## config.mk

```make
export PLATFORM = sky130hd
export DESIGN_NAME = seg_digit_scan
export DESIGN_NICKNAME = d
export VERILOG_FILES = /design/src/rtl/seg_digit_scan.sv
export SDC_FILE = /design/constraint.sdc
export NUM_CORES = 1
export LEC_CHECK = 0
export BUFFER_PORTS_ARGS = -buffer_cell sky130_fd_sc_hd__clkbuf_2
export CAP_MARGIN = 20
export CORE_AREA = 8 8 64 87
export DETAILED_ROUTE_END_ITERATION = 10
export DIE_AREA = 0 0 72 95
export GPL_TIMING_DRIVEN = 0
export MAX_ROUTING_LAYER = met4
export PLACE_DENSITY = 0.66
export SLEW_MARGIN = 20
export SYNTH_ARGS = -nofsm -noshare
export SYNTH_HDL_FRONTEND = slang
export SYNTH_SLANG_ARGS = --single-unit
```

## constraint.sdc

```tcl
create_clock -name clk -period 5.4 [get_ports clk]
set_input_delay 0.81 -clock clk [delete_from_list [all_inputs] [get_ports clk]]
set_output_delay 0.81 -clock clk [all_outputs]
set_load 0.02 [all_outputs]
```

## src/rtl/seg_digit_scan.sv

```systemverilog
// Time-multiplexed scan driver for a row of 7-segment digits: one octal digit per
// slot on b/en/sel, fed by a one-entry load buffer that only commits at frame boundaries.
module seg_digit_scan #(
    parameter int NDIG     = 4,
    parameter int DIV      = 1000,
    parameter bit BLANK_LZ = 1'b1
) (
    input  logic              clk,
    input  logic              rst,
    input  logic              load_valid,
    input  logic [3*NDIG-1:0] load_data,
    output logic              load_ready,
    input  logic              disp_en,
    output logic [2:0]        b,
    output logic              en,
    output logic [NDIG-1:0]   sel
);

    localparam int PCW  = (DIV > 1) ? $clog2(DIV) : 1;
    localparam int IDXW = $clog2(NDIG);

    logic [PCW-1:0]    pc_q, pc_d;
    logic [IDXW-1:0]   idx_q, idx_d;
    logic [3*NDIG-1:0] act_q, act_d;
    logic [3*NDIG-1:0] pend_q, pend_d;
    logic              pv_q, pv_d;
    logic [2:0]        b_q, b_d;
    logic              en_q, en_d;
    logic [NDIG-1:0]   sel_q, sel_d;

    logic              tick;
    logic              boundary;
    logic              accept;
    logic [NDIG-1:0]   zero_above;

    // Load handshake: valid/ready; a transfer happens on a rising edge where
    // load_valid && load_ready. Ready is simply "pending buffer empty".
    assign load_ready = ~pv_q;
    assign accept     = load_valid && ~pv_q;

    assign tick     = (pc_q == PCW'(DIV - 1));
    assign boundary = tick && (idx_q == IDXW'(NDIG - 1));

    // zero_above[i] is set when digits i..NDIG-1 of the active word are all zero.
    always_comb begin : blank_scan
        zero_above         = '0;
        zero_above[NDIG-1] = (act_q[3*NDIG-1 -: 3] == 3'd0);
        for (int i = NDIG - 2; i >= 0; i--) begin
            zero_above[i] = zero_above[i+1] && (act_q[3*i +: 3] == 3'd0);
        end
    end

    always_comb begin : scan_next
        pc_d   = tick ? '0 : pc_q + 1'b1;
        idx_d  = idx_q;
        act_d  = act_q;
        pend_d = pend_q;
        pv_d   = pv_q;

        if (tick) begin
            idx_d = boundary ? '0 : idx_q + 1'b1;
        end

        // Commit and accept are exclusive: accept needs pv=0, commit needs pv=1.
        if (boundary && pv_q) begin
            act_d = pend_q;
            pv_d  = 1'b0;
        end
        if (accept) begin
            pend_d = load_data;
            pv_d   = 1'b1;
        end
    end

    always_comb begin : out_next
        b_d   = 3'd0;
        en_d  = 1'b0;
        sel_d = '1;
        for (int i = 0; i < NDIG; i++) begin
            if (idx_q == IDXW'(i)) begin
                b_d      = act_q[3*i +: 3];
                sel_d[i] = 1'b0;
                en_d     = disp_en && !(BLANK_LZ && (i != 0) && zero_above[i]);
            end
        end
    end

    always_ff @(posedge clk or posedge rst) begin
        if (rst) begin
            pc_q   <= '0;
            idx_q  <= '0;
            act_q  <= '0;
            pend_q <= '0;
            pv_q   <= 1'b0;
            b_q    <= 3'd0;
            en_q   <= 1'b0;
            sel_q  <= '1;
        end else begin
            pc_q   <= pc_d;
            idx_q  <= idx_d;
            act_q  <= act_d;
            pend_q <= pend_d;
            pv_q   <= pv_d;
            b_q    <= b_d;
            en_q   <= en_d;
            sel_q  <= sel_d;
        end
    end

    assign b   = b_q;
    assign en  = en_q;
    assign sel = sel_q;

endmodule

```

# Yosys cells after proc, flatten, opt, wreduce, memory -nomap -nowiden
# Cells that the tools add are included.
op_classes:
  add_sub_neg: 2
  bitwise_logic: 1
  n_mux: 16
  eq_ne: 4
  n_reduce_logical: 16
op_table:
  columns: ["cell", "count"]
  rows:
  - ["3-bit 2-to-1 mux", 4]
  - ["10-bit by 1-bit adder with 10-bit output (second input constant)", 1]
  - ["10-bit equality test (second input constant)", 1]
  - ["1-bit 2-to-1 mux", 10]
  - ["10-bit 2-to-1 mux", 1]
  - ["3-bit logical NOT", 3]
  - ["1-bit logical AND", 8]
  - ["2-bit equality test (second input constant)", 2]
  - ["1-bit logical NOT", 3]
  - ["2-bit by 1-bit adder with 2-bit output (second input constant)", 1]
  - ["2-bit by 1-bit equality test with 1-bit output (second input constant)", 1]
  - ["2-bit logical NOT", 1]
  - ["2-bit 2-to-1 mux", 1]
  - ["2-bit nonzero test", 1]
  - ["1-bit inverter", 1]
word_totals:
  ff_bits: 45
  elab_cells: 47
  output_inout_bits: 9

# Depth between registers and ports, before layout
depth:
  word_depth: 8
  ltp_mapped: 7
  depth_no_buf: 6

# Least setup slack after synthesis
# No wires, ideal clock.
synth_path:
  path_type: "reg-to-reg"
  from: "register pc_q[0]"
  to: "register act_q[0]"
  stages_incl_launch_ff: 8
  period_less_slack_ns: 2.070
  setup_ns: 0.125
  arrival_ns: 1.944
  n_path_buf: 2
  path_slack_ns: 3.330
  t_required_ns: 5.275
  cell_sequence: "dfrtp_1 -> ha_1 -> and4_4 -> nand2_4 -> or4_4 -> buf_6 -> buf_12 -> mux2_4"
synth_between:
  elab_chain_cells: 3
synth_lines:
  columns: ["element", "line_no", "source"]
  rows:
  - ["from (decl)", "22", "logic [PCW-1:0] pc_q, pc_d;"]
  - ["from (signal assigned)", "99", "pc_q <= pc_d;"]
  - ["10-bit equality test", "41", "assign tick = (pc_q == PCW'(DIV - 1));"]
  - ["1-bit logical AND", "42", "assign boundary = tick && (idx_q == IDXW'(NDIG - 1));"]
  - ["1-bit logical AND", "65", "if (boundary && pv_q) begin"]
  - ["to (signal assigned)", "101", "act_q <= act_d;"]
  - ["to (decl)", "24", "logic [3*NDIG-1:0] act_q, act_d;"]
# Every way passes these cells.
# A chain may end at the register's enable or synchronous reset.

# Final worst setup path
layout_path:
  from: "register pc_q[0]"
  to: "register act_q[3]"
# Same word-level chain as after synthesis.

==> flow_summary_export.csv <==
group,metric,value,unit
route,vias_per_cell,4.95,
route,drt_first_pass_iters,4,
setup_path,cp.required,5.57,ns
setup_path,r2r-end,"act_q[3]",
clock_network,cts_inserted_buffers,5,
timing,hold_violations,0,
die,start_util,46.6,%
route,post_drt_wl_per_cell,14.2,um
cells_and_area,area_growth,17.2,%
clock_network,postCtsSetupBuffers,0,
route,drt_wl_total,3.57,mm
logic_synthesis,synth_seq_cells,45,
outcome,status,"finished clean",
timing,rsz0062_at_grt,"false",
logic_synthesis,avgSynthCellArea,12.4,sq um
clock_network,cts_buffer_depth,2,
global_route,grt_max_degree,25,
logic_synthesis,synth_edf_count,0,
setup_path,crit_path_start_kind,"flip-flop",
die,coreArea,0.00424,sq mm
cells_and_area,drive_gt1_share,35.4,%
cells_and_area,final_net_count,212,
placement,gp_congestion,0.715,
clock_network,cts_root_buf,"clkbuf_8",
global_route,grt_pass1_wl,6.42,mm
die,ios,25,
clock_network,clk_pin_slew,0.08,ns
flow_run,cap_violations,0,
logic_synthesis,synth_nets,180,
die,fp.dieH,95,um
placement,portBuffers,24,
timing,fin_skew,0.00444,ns
global_route,grtUsageTotal,12.2,%
clock_network,htree_levels,2,
setup_path,cp-end-kind,"flip-flop",
route,num_vias,1248,
pwr,peakVddDrop,0.000183,V
clock_network,ctsResizeCount,0,
worst_hold_path,min_path_type,"flip-flop to flip-flop",
worst_hold_path,hold_path_end,"pc_q[0]",
setup_path,worstPathMaxFanout,10,
clock_network,clock_latency,0.29,ns
placement,place_hpwl,2.86,mm
die,die_w,72,um
timing,slew_viol_final,0,
logic_synthesis,synthFlopType,"dfrtp_1",
route,wl_met2,1.96,mm
die,die_area,0.00684,sq mm
timing,relSlewSlack,47.8,%
clock_network,cts_tree,"yes",
timing,setup_tns,0,ns
clock_network,cts_hold_buf,0,
logic_synthesis,netlist-cell-type-count,31,
placement,place_area,0.00220,sq mm
cells_and_area,final_area,0.00232,sq mm
worst_hold_path,holdPathStages,1,
timing,tightest_slew,0.778,ns
setup_path,r2r_cells,7,
route,top_layer,"met4",
route,met1Wirelength,1.43,mm
logic_synthesis,ys_seq_area_share,57.2,%
pwr,p_per_area,274,mW/mm^2
clock_network,cts.sinks,45,
die,row_count,28,
logic_synthesis,synthCells,159,
setup_path,cp_data_arrival_time,2.39,ns
setup_path,reg2reg_slack,3.19,ns
logic_synthesis,ys_warn_count,0,
global_route,grt.overflow.total,0,
placement,pre_cts_ws,3.19,ns
timing,max_freq,452,MHz
route,wl_met3,130,um
logic_synthesis,syn_area,0.00198,sq mm
route,drcViolationCount,0,
global_route,antenna_found_initial,0,
route,postRouteAntennaNets,0,
pwr,total_leakage_power,1.09,nW
setup_path,worstReg2RegStart,"pc_q[0]",
route,drtIter0Drc,70,
logic_synthesis,synthArstFlopShare,100,%
timing,post-route-period-util,41.0,%
timing,setup_slack,3.19,ns
worst_hold_path,hold_start,"pc_q[0]",
timing,setup_viol,0,
global_route,grt_pass1_vias,1402,
setup_path,crit_type,"flip-flop to flip-flop",
placement,post-place-cells,244,
timing,period_needed,2.21,ns
cells_and_area,fin_cells,252,
cells_and_area,antenna_cells,0,
[cell type report]
cell class                 count  area [sq um]
clock inverter                 1          30.0
multi-input combinational     98           762
timing repair buffer          25           148
clock buffer                   7          86.3
tap                           60          75.1
sequential                    45          1130
buffer                         6          46.3
inverter                      10          37.5
fill                         383          1920
[cell usage in the layout, fill, tap and decap left out, drive strengths merged, types with 2 or more instances in the layout]
cell type / count
nand2: 14
nand3: 5
nor2: 9
inv: 10
o21ai: 13
a21oi: 5
buf: 3
ha: 5
nor3: 2
dfstp: 4
clkbuf: 35
xnor2: 3
or3: 2
mux2: 26
dfrtp: 41
nor2b: 2
[how the worst max path moves through the flow]
stage,slack (ns),start,end
after floorplan,3.33,pc_q[0],act_q[0]
after global placement,3.11,rst,pend_q[0]
after detailed placement,3.19,pc_q[0],act_q[3]
after CTS,3.17,pc_q[0],act_q[3]
after global routing,3.05,pc_q[0],idx_q[0]
final,3.19,pc_q[0],act_q[3]
[logic make-up (layout without fill, tap and decap cells)]
kind of cell	count (synthesis)	count (layout)	share of synthesized area [%]
buf+inv	16	49	4.24
xor+xnor	4	4	1.77
flops	45	45	57.2
simple gates	39	39	10.1
mux	26	26	16.5
compound gates	24	24	7.03
fa+ha+maj	5	5	3.16
[state kept, by name, indices dropped and copies added (netlist names)]
register,cells
pv_q,1
pend_q,12
sel,4
pc_q,10
idx_q,2
b,3
act_q,12
en,1
[metrics by stage]
| stage | utilization, % | total power [mW] | hold slack (ns) |
|---|---|---|---|
| after floorplan | - | 0.376 | 0.455 |
| after global placement | 51.2 | 0.384 | 0.472 |
| after detailed placement | 51.9 | 0.390 | 0.490 |
| after CTS | 54.6 | 0.645 | 0.501 |
| after global routing | 54.6 | 0.661 | 0.519 |
| final | 54.6 | 0.636 | 0.491 |
[cells in the mapped netlist, drive strengths merged, types with 3 or more instances]
cell	instances	area share, %
a21oi	5	1.3
clkbuf	4	0.76
dfrtp	41	52
dfstp	4	5.3
ha	5	3.2
inv	10	1.9
mux2	26	17
nand2	14	3.0
nand3	5	1.3
nor2	9	1.7
o21ai	13	3.3
xnor2	3	1.3
[critical path, cell delays in order (launching register included)]
cell and delay, ns:
dfrtp_1 0.39, ha_1 0.26, and4_4 0.29, nand2_4 0.06, or4_4 0.51, buf_6 0.15, buf_12 0.14, mux2_4 0.30
[routing by layer]
metal | global-route usage, % | vias up
met3 | 3.29 | 5
met4 | 3.76 | 0
li1 | - | 609
met1 | 12.8 | 615
met2 | 21.8 | 19
met5 | - | -
[power breakdown]
group	internal [mW]	switching, mW
clock network	0.151	0.103
registers	0.349	0.00629
logic	0.0151	0.0115
total	0.515	0.121
Note: power is estimated with default switching activity, not from simulation.
